`src/rtl/dma_scheduler_if.sv`:
```
// Requester command ports and the single DMA engine command channel.
// The scheduler takes the master view; requesters and engine together take the slave view.
interface dma_scheduler_if #(
  parameter int NUM_REQ        = 4,
  parameter int ADDR_BITS      = 8,
  parameter int SRAM_ADDR_BITS = 11
);
  logic [NUM_REQ-1:0]                req_valid;
  logic [NUM_REQ-1:0]                req_ready;
  logic [NUM_REQ-1:0]                req_direction;
  logic [NUM_REQ*ADDR_BITS-1:0]      req_ext_addr;
  logic [NUM_REQ*SRAM_ADDR_BITS-1:0] req_sram_addr;
  logic [NUM_REQ*8-1:0]              req_length;
  logic [NUM_REQ-1:0]                req_done;
  logic [NUM_REQ-1:0]                req_error;
  logic                              dma_cmd_valid;
  logic                              dma_cmd_direction;
  logic [ADDR_BITS-1:0]              dma_cmd_ext_addr;
  logic [SRAM_ADDR_BITS-1:0]         dma_cmd_sram_addr;
  logic [7:0]                        dma_cmd_length;
  logic                              dma_cmd_ready;
  logic                              dma_cmd_done;
  logic                              dma_cmd_error;

  modport master (
    input  req_valid, req_direction, req_ext_addr, req_sram_addr, req_length,
    input  dma_cmd_ready, dma_cmd_done, dma_cmd_error,
    output req_ready, req_done, req_error,
    output dma_cmd_valid, dma_cmd_direction, dma_cmd_ext_addr, dma_cmd_sram_addr, dma_cmd_length
  );

  modport slave (
    output req_valid, req_direction, req_ext_addr, req_sram_addr, req_length,
    output dma_cmd_ready, dma_cmd_done, dma_cmd_error,
    input  req_ready, req_done, req_error,
    input  dma_cmd_valid, dma_cmd_direction, dma_cmd_ext_addr, dma_cmd_sram_addr, dma_cmd_length
  );
endinterface

```
`src/rtl/dma_scheduler.sv`:
```
// Shares one DMA engine between NUM_REQ requesters: one context per requester,
// commands split into chunks of at most CHUNK_WORDS and issued round-robin.
module dma_scheduler #(
  parameter int  NUM_REQ        = 4,
  parameter int  ADDR_BITS      = 8,
  parameter int  SRAM_ADDR_BITS = 11,
  parameter int  CHUNK_WORDS    = 8,
  localparam int ID_BITS        = $clog2(NUM_REQ)
) (
  input  logic               clk,
  input  logic               reset_n,
  dma_scheduler_if.master    bus,
  output logic               busy,
  output logic [ID_BITS-1:0] grant_id
);

  typedef enum logic [1:0] {
    ST_IDLE   = 2'd0,
    ST_ISSUE  = 2'd1,
    ST_WAIT   = 2'd2,
    ST_UPDATE = 2'd3
  } state_t;

  state_t                    state_r;
  logic [NUM_REQ-1:0]        ctx_active_r;
  logic [NUM_REQ-1:0]        ctx_dir_r;
  logic [ADDR_BITS-1:0]      ctx_ext_r  [NUM_REQ];
  logic [SRAM_ADDR_BITS-1:0] ctx_sram_r [NUM_REQ];
  logic [7:0]                ctx_rem_r  [NUM_REQ];
  logic [NUM_REQ-1:0]        done_r;
  logic [NUM_REQ-1:0]        error_r;
  logic [ID_BITS-1:0]        rr_ptr_r;
  logic [ID_BITS-1:0]        grant_r;
  logic [7:0]                chunk_r;
  logic                      cmd_valid_r;
  logic                      cmd_dir_r;
  logic [ADDR_BITS-1:0]      cmd_ext_r;
  logic [SRAM_ADDR_BITS-1:0] cmd_sram_r;
  logic [ID_BITS-1:0]        next_grant_s;
  logic [7:0]                next_chunk_s;

  // First active index strictly after ptr, wrapping; ptr itself is checked last.
  function automatic logic [ID_BITS-1:0] pick_next(input logic [NUM_REQ-1:0] active,
                                                   input logic [ID_BITS-1:0] ptr);
    logic [ID_BITS-1:0] sel;
    int                 idx;
    sel = ptr;
    for (int k = NUM_REQ; k >= 1; k--) begin
      idx = (int'(ptr) + k) % NUM_REQ;
      sel = active[idx] ? ID_BITS'(idx) : sel;
    end
    return sel;
  endfunction

  function automatic logic [7:0] chunk_size(input logic [7:0] rem);
    return (rem > 8'(CHUNK_WORDS)) ? 8'(CHUNK_WORDS) : rem;
  endfunction

  // Round-robin candidate and its chunk length, consumed only in IDLE.
  always_comb begin
    next_grant_s = pick_next(ctx_active_r, rr_ptr_r);
    next_chunk_s = chunk_size(ctx_rem_r[next_grant_s]);
  end

  // Scheduler FSM, command contexts and registered handshake outputs.
  always_ff @(posedge clk) begin
    if (!reset_n) begin
      state_r      <= ST_IDLE;
      ctx_active_r <= '0;
      ctx_dir_r    <= '0;
      done_r       <= '0;
      error_r      <= '0;
      rr_ptr_r     <= ID_BITS'(NUM_REQ - 1);
      grant_r      <= '0;
      chunk_r      <= 8'd0;
      cmd_valid_r  <= 1'b0;
      cmd_dir_r    <= 1'b0;
      cmd_ext_r    <= '0;
      cmd_sram_r   <= '0;
      for (int i = 0; i < NUM_REQ; i++) begin
        ctx_ext_r[i]  <= '0;
        ctx_sram_r[i] <= '0;
        ctx_rem_r[i]  <= 8'd0;
      end
    end else begin
      done_r  <= '0;
      error_r <= '0;

      case (state_r)
        ST_IDLE: begin
          if (|ctx_active_r) begin
            grant_r     <= next_grant_s;
            rr_ptr_r    <= next_grant_s;
            chunk_r     <= next_chunk_s;
            cmd_valid_r <= 1'b1;
            cmd_dir_r   <= ctx_dir_r[next_grant_s];
            cmd_ext_r   <= ctx_ext_r[next_grant_s];
            cmd_sram_r  <= ctx_sram_r[next_grant_s];
            state_r     <= ST_ISSUE;
          end else begin
            state_r <= ST_IDLE;
          end
        end
        ST_ISSUE: begin
          if (bus.dma_cmd_ready) begin
            cmd_valid_r <= 1'b0;
            state_r     <= ST_WAIT;
          end else begin
            state_r <= ST_ISSUE;
          end
        end
        ST_WAIT: begin
          // Error takes priority over a coincident done.
          if (bus.dma_cmd_error) begin
            ctx_active_r[grant_r] <= 1'b0;
            error_r[grant_r]      <= 1'b1;
            state_r               <= ST_IDLE;
          end else if (bus.dma_cmd_done) begin
            state_r <= ST_UPDATE;
          end else begin
            state_r <= ST_WAIT;
          end
        end
        ST_UPDATE: begin
          ctx_ext_r[grant_r]  <= ctx_ext_r[grant_r] + ADDR_BITS'(chunk_r);
          ctx_sram_r[grant_r] <= ctx_sram_r[grant_r] + SRAM_ADDR_BITS'(chunk_r);
          ctx_rem_r[grant_r]  <= ctx_rem_r[grant_r] - chunk_r;
          if (ctx_rem_r[grant_r] == chunk_r) begin
            ctx_active_r[grant_r] <= 1'b0;
            done_r[grant_r]       <= 1'b1;
          end else begin
            ctx_active_r[grant_r] <= 1'b1;
          end
          state_r <= ST_IDLE;
        end
        default: begin
          state_r <= ST_IDLE;
        end
      endcase

      // Accepts only touch idle contexts, so they never collide with the FSM's retire above.
      for (int i = 0; i < NUM_REQ; i++) begin
        if (bus.req_valid[i] && !ctx_active_r[i]) begin
          if (bus.req_length[i*8 +: 8] == 8'd0) begin
            done_r[i] <= 1'b1;
          end else begin
            ctx_active_r[i] <= 1'b1;
            ctx_dir_r[i]    <= bus.req_direction[i];
            ctx_ext_r[i]    <= bus.req_ext_addr[i*ADDR_BITS +: ADDR_BITS];
            ctx_sram_r[i]   <= bus.req_sram_addr[i*SRAM_ADDR_BITS +: SRAM_ADDR_BITS];
            ctx_rem_r[i]    <= bus.req_length[i*8 +: 8];
          end
        end
      end
    end
  end

  assign bus.req_ready         = ~ctx_active_r;
  assign bus.req_done          = done_r;
  assign bus.req_error         = error_r;
  assign bus.dma_cmd_valid     = cmd_valid_r;
  assign bus.dma_cmd_direction = cmd_dir_r;
  assign bus.dma_cmd_ext_addr  = cmd_ext_r;
  assign bus.dma_cmd_sram_addr = cmd_sram_r;
  assign bus.dma_cmd_length    = chunk_r;
  assign busy                  = (|ctx_active_r) || (state_r != ST_IDLE);
  assign grant_id              = grant_r;

endmodule
```
`src/flat_wrapper.sv`:
```
// flat-port wrapper written by rule: the top's interface ports become plain ports
module dma_scheduler_flat 
#(
  parameter int  NUM_REQ        = 4,
  parameter int  ADDR_BITS      = 8,
  parameter int  SRAM_ADDR_BITS = 11,
  parameter int  CHUNK_WORDS    = 8,
  localparam int ID_BITS        = $clog2(NUM_REQ)
)
  (clk, reset_n, busy, grant_id, bus_req_valid, bus_req_direction, bus_req_ext_addr, bus_req_sram_addr, bus_req_length, bus_dma_cmd_ready, bus_dma_cmd_done, bus_dma_cmd_error, bus_req_ready, bus_req_done, bus_req_error, bus_dma_cmd_valid, bus_dma_cmd_direction, bus_dma_cmd_ext_addr, bus_dma_cmd_sram_addr, bus_dma_cmd_length);
  dma_scheduler_if #(.NUM_REQ(NUM_REQ), .ADDR_BITS(ADDR_BITS), .SRAM_ADDR_BITS(SRAM_ADDR_BITS)) bus_i ();
  input  logic clk;
  input  logic reset_n;
  output logic busy;
  output logic [ID_BITS-1:0] grant_id;
  input wire logic [$bits(bus_i.req_valid)-1:0] bus_req_valid;
  input wire logic [$bits(bus_i.req_direction)-1:0] bus_req_direction;
  input wire logic [$bits(bus_i.req_ext_addr)-1:0] bus_req_ext_addr;
  input wire logic [$bits(bus_i.req_sram_addr)-1:0] bus_req_sram_addr;
  input wire logic [$bits(bus_i.req_length)-1:0] bus_req_length;
  input wire logic [$bits(bus_i.dma_cmd_ready)-1:0] bus_dma_cmd_ready;
  input wire logic [$bits(bus_i.dma_cmd_done)-1:0] bus_dma_cmd_done;
  input wire logic [$bits(bus_i.dma_cmd_error)-1:0] bus_dma_cmd_error;
  output wire logic [$bits(bus_i.req_ready)-1:0] bus_req_ready;
  output wire logic [$bits(bus_i.req_done)-1:0] bus_req_done;
  output wire logic [$bits(bus_i.req_error)-1:0] bus_req_error;
  output wire logic [$bits(bus_i.dma_cmd_valid)-1:0] bus_dma_cmd_valid;
  output wire logic [$bits(bus_i.dma_cmd_direction)-1:0] bus_dma_cmd_direction;
  output wire logic [$bits(bus_i.dma_cmd_ext_addr)-1:0] bus_dma_cmd_ext_addr;
  output wire logic [$bits(bus_i.dma_cmd_sram_addr)-1:0] bus_dma_cmd_sram_addr;
  output wire logic [$bits(bus_i.dma_cmd_length)-1:0] bus_dma_cmd_length;
  assign bus_i.req_valid = bus_req_valid;
  assign bus_i.req_direction = bus_req_direction;
  assign bus_i.req_ext_addr = bus_req_ext_addr;
  assign bus_i.req_sram_addr = bus_req_sram_addr;
  assign bus_i.req_length = bus_req_length;
  assign bus_i.dma_cmd_ready = bus_dma_cmd_ready;
  assign bus_i.dma_cmd_done = bus_dma_cmd_done;
  assign bus_i.dma_cmd_error = bus_dma_cmd_error;
  assign bus_req_ready = bus_i.req_ready;
  assign bus_req_done = bus_i.req_done;
  assign bus_req_error = bus_i.req_error;
  assign bus_dma_cmd_valid = bus_i.dma_cmd_valid;
  assign bus_dma_cmd_direction = bus_i.dma_cmd_direction;
  assign bus_dma_cmd_ext_addr = bus_i.dma_cmd_ext_addr;
  assign bus_dma_cmd_sram_addr = bus_i.dma_cmd_sram_addr;
  assign bus_dma_cmd_length = bus_i.dma_cmd_length;
  dma_scheduler #(.NUM_REQ(NUM_REQ), .ADDR_BITS(ADDR_BITS), .SRAM_ADDR_BITS(SRAM_ADDR_BITS), .CHUNK_WORDS(CHUNK_WORDS)) u_core (.clk(clk), .reset_n(reset_n), .bus(bus_i), .busy(busy), .grant_id(grant_id));
endmodule
```
`config.mk`:
```
export PLATFORM = sky130hd
export DESIGN_NAME = dma_scheduler_flat
export DESIGN_NICKNAME = d
export VERILOG_FILES = /design/src/rtl/dma_scheduler_if.sv /design/src/rtl/dma_scheduler.sv /design/src/flat_wrapper.sv
export SDC_FILE = /design/constraint.sdc
export NUM_CORES = 1
export LEC_CHECK = 0
export BUFFER_PORTS_ARGS = -buffer_cell sky130_fd_sc_hd__clkbuf_2
export CAP_MARGIN = 20
export CORE_MARGIN = 3
export CORE_UTILIZATION = 45
export DETAILED_ROUTE_END_ITERATION = 10
export GPL_ROUTABILITY_DRIVEN = 0
export MAX_ROUTING_LAYER = met4
export PLACE_DENSITY = 0.68
export SYNTH_ARGS = -nofsm -noshare
export SYNTH_HDL_FRONTEND = slang
export SYNTH_SLANG_ARGS = --single-unit
```
`constraint.sdc`:
```
create_clock -name clk -period 5.7 [get_ports clk]
set_input_delay 1.425 -clock clk [delete_from_list [all_inputs] [get_ports clk]]
set_output_delay 1.425 -clock clk [all_outputs]
set_load 0.01 [all_outputs]
```
==> metrics.txt <==
row count 51; nets 1097; max-slew violations 0; Synthesized Nets 951; Worst-Skew Late Latency 420 ps; first-pass GRT wire length 43.0 mm; synthesized instance count 805; Clock H-tree levels 4; final setup fails 0; Synth Area per Inst 11.3 um^2; Seq/Total Area, Yosys 47.5%; PostCTS Resize Cnt 0; number of flops mapped to enable cells by yosys 108; HPWL Detailed 19.8 mm; Critical Path AT 3980 ps; detailed router's first-iteration violation count 697; critical path start-end classification reg2reg; Setup Fix Bufs, Post-CTS 0; internal reg-to-reg setup slack 1860 ps; Required @ worst endpoint 5840 ps; CP Max Fanout 24; Final TNS setup 0 ps; CP Launch Type flop; total grt overflow 0; DR pass1 iterations 5; initial antenna violation count 0; n_diodes 0; fin crit share 67.4%; CTS Buf Count 17; crit path capture type flop; P&R area growth vs syn 18.4%; largest net degree at the start of global routing 53; f_max 0.260 GHz; share of cells above drive strength 1 28.2%; max_slew headroom 26.7%; post-synthesis register bit count 161; hold buffer count at cts 0; detailed-route DRC error count 0; min cycle time layout 3840 ps; port bufs 164; Max Cap Violations 0; Ports 165; Max clock buf depth 2; total track usage 26.7%; root buf cell clkbuf_16; Storage cell area 4310 um^2; class of the worst hold path reg2reg; core footprint 19700 um^2; final WL 28.3 mm; Die X-Extent 148 um; worst-margin pin slew 1100 ps; Via density 6.10; fillers 1783; Initial Util 46.1%; predominant post-synthesis flop cell edfxtp_1; Die Y-Extent 148 um; multi-input logic area 4440 um^2; Tot Pwr 3650 uW; die area 21900 um^2; status completed; Post-synth ARST share 0%; via count 7497; synthesized area 9060 um^2; Synth Warn # 0; clk slew on worst S/H paths 60 ps; worst vdd ir 0.238 mV; Leakage Power 0.00443 uW; remaining antenna violation count 0; post-synth cell types 59; PwrDens 340 nW/um^2; RSZ-0062 raised after global routing no; Final Skew 8.47 ps; Final Hold Fails 0; vias in the first global route 7395; Sink Count 161; CTS tree done; WL/cell 23.0 um
[state kept, by name, summed over array words and instances (netlist names), named ones only]
register,cells
u_core.bus.req_error,4
u_core.bus.dma_cmd_sram_addr,11
u_core.bus.dma_cmd_length,8
u_core.state_r,2
u_core.ctx_ext_r,32
u_core.ctx_rem_r,32
u_core.bus.dma_cmd_ext_addr,8
u_core.ctx_sram_r,44
u_core.bus.dma_cmd_direction,1
u_core.grant_id,2
u_core.rr_ptr_r,2
u_core.bus.dma_cmd_valid,1
u_core.ctx_active_r,4
u_core.ctx_dir_r,4
u_core.bus.req_done,4
[routing by layer]
metal / routed length (um) / global-route usage (%) / up-vias / share of wire, %
li1: - / - / 3369 / -
met1: 11200 / 34.9 / 3618 / 40
met2: 13400 / 41.5 / 445 / 47
met3: 2890 / 5.82 / 65 / 10
met4: 833 / 9.52 / 0 / 2.9
met5: 0 / - / - / 0
[synth_stat cells (3+ instances only)]
library cell | n | share of area (%)
edfxtp_1 | 108 | 36
nand2_1 | 97 | 4.0
a22o_1 | 76 | 7.3
dfxtp_1 | 53 | 12
o21ai_0 | 49 | 2.7
mux2i_1 | 35 | 3.9
mux4_2 | 27 | 6.7
nor2_1 | 27 | 1.1
buf_2 | 26 | 1.4
a21boi_0 | 24 | 2.0
inv_1 | 24 | 0.99
a21oi_1 | 23 | 1.3
ha_1 | 22 | 3.0
o211ai_1 | 22 | 1.8
clkbuf_1 | 21 | 0.87
mux2_2 | 20 | 2.5
nand3_1 | 13 | 0.72
nor2b_1 | 12 | 0.83
nand2b_1 | 11 | 0.76
xnor2_1 | 9 | 0.87
xor2_1 | 9 | 0.87
and3_1 | 8 | 0.55
nor4_1 | 8 | 0.55
and2_1 | 7 | 0.48
or4_1 | 6 | 0.50
a21o_1 | 5 | 0.41
nor3_1 | 5 | 0.28
a211oi_1 | 4 | 0.33
buf_4 | 4 | 0.33
o21a_1 | 4 | 0.33
or3_1 | 4 | 0.28
a222oi_1 | 3 | 0.33
fa_1 | 3 | 0.66
o21bai_1 | 3 | 0.25
o31ai_1 | 3 | 0.25
[logic make-up after synthesis]
group / count (synthesis) / share of synthesized area (%)
muxes: 82 / 13.1
and+or+nand+nor: 211 / 11.5
buffers and inverters: 77 / 3.80
adders and majority gates: 25 / 3.70
DFF: 161 / 47.5
xor gates and xnor gates: 19 / 1.92
AOI/OAI and AO/OA: 230 / 18.5
[power by group]
group / internal, uW / total, uW / switching (uW) / leakage, uW
Clock: 706 / 1170 / 462 / 0.000293
Combinational: 416 / 1010 / 593 / 0.00253
Sequential: 1370 / 1470 / 102 / 0.00160
Total: 2490 / 3650 / 1160 / 0.00443
[worst max-delay path, stage by stage, from the launching register on]
cell and delay (ps):
dfxtp_2 920, mux4_2 610, ha_1 230, inv_1 80, fa_1 220, nor2b_1 60
o21a_1 190, o21ai_1 180, a21oi_1 90, a2111oi_1 770, o21ai_0 200
[cell usage in the layout (no fill, tap or decap), drive strengths merged, types with 3 or more instances in the layout]
cell	instances
or4	6
nand2	97
a22o	76
mux4	27
o211ai	23
and3	8
a21o	5
nor3	9
nand3	13
buf	16
dfxtp	53
a21oi	23
nor2	27
inv	25
o31ai	3
a211oi	4
xor2	9
clkinv	4
clkbuf	188
mux2i	35
nand2b	11
ha	22
nor4	8
nor2b	12
edfxtp	108
o21bai	3
xnor2	10
and2	7
o21ai	50
fa	3
mux2	20
or3	4
o21a	4
a21boi	26
a222oi	3
[final cells by class]
type	count	area share, %
clock inverters	8	0.921
repair buffers	180	8.96
clock buffers	24	4.69
flip-flops and latches	161	40.1
inverters	24	0.840
multi-input cells	567	41.4
well taps	265	3.09
[through the flow]
stage / setup WS, ps / hold slack, ps / cells / instance area, um^2 / utilization, %
2_1_floorplan: 2080 / 480 / 805 / 9060 / -
3_3_place_gp: 1570 / 451 / 1196 / 10100 / 51.5
3_5_place_dp: 1510 / 458 / 1196 / 10100 / 51.5
4_1_cts: 1890 / 466 / 1228 / 10700 / 54.5
5_1_grt: 1500 / 488 / 1229 / 10700 / 54.6
6_report: 1860 / 462 / 1229 / 10700 / 54.6
[worst paths after layout]
| kind | startpoint | endpoint | cells past startpoint |
|---|---|---|---|
| setup / recovery | flop | u_core.ctx_ext_r[2][6] | 10 |
| hold / removal | u_core.bus.dma_cmd_ext_addr[4] | u_core.bus.dma_cmd_ext_addr[4] | 2 |
| setup reg to reg | flop | u_core.ctx_ext_r[2][6] | 10 |
| hold reg to reg | u_core.bus.dma_cmd_ext_addr[4] | u_core.bus.dma_cmd_ext_addr[4] | 2 |
Note: power is estimated with default switching activity, not from simulation.
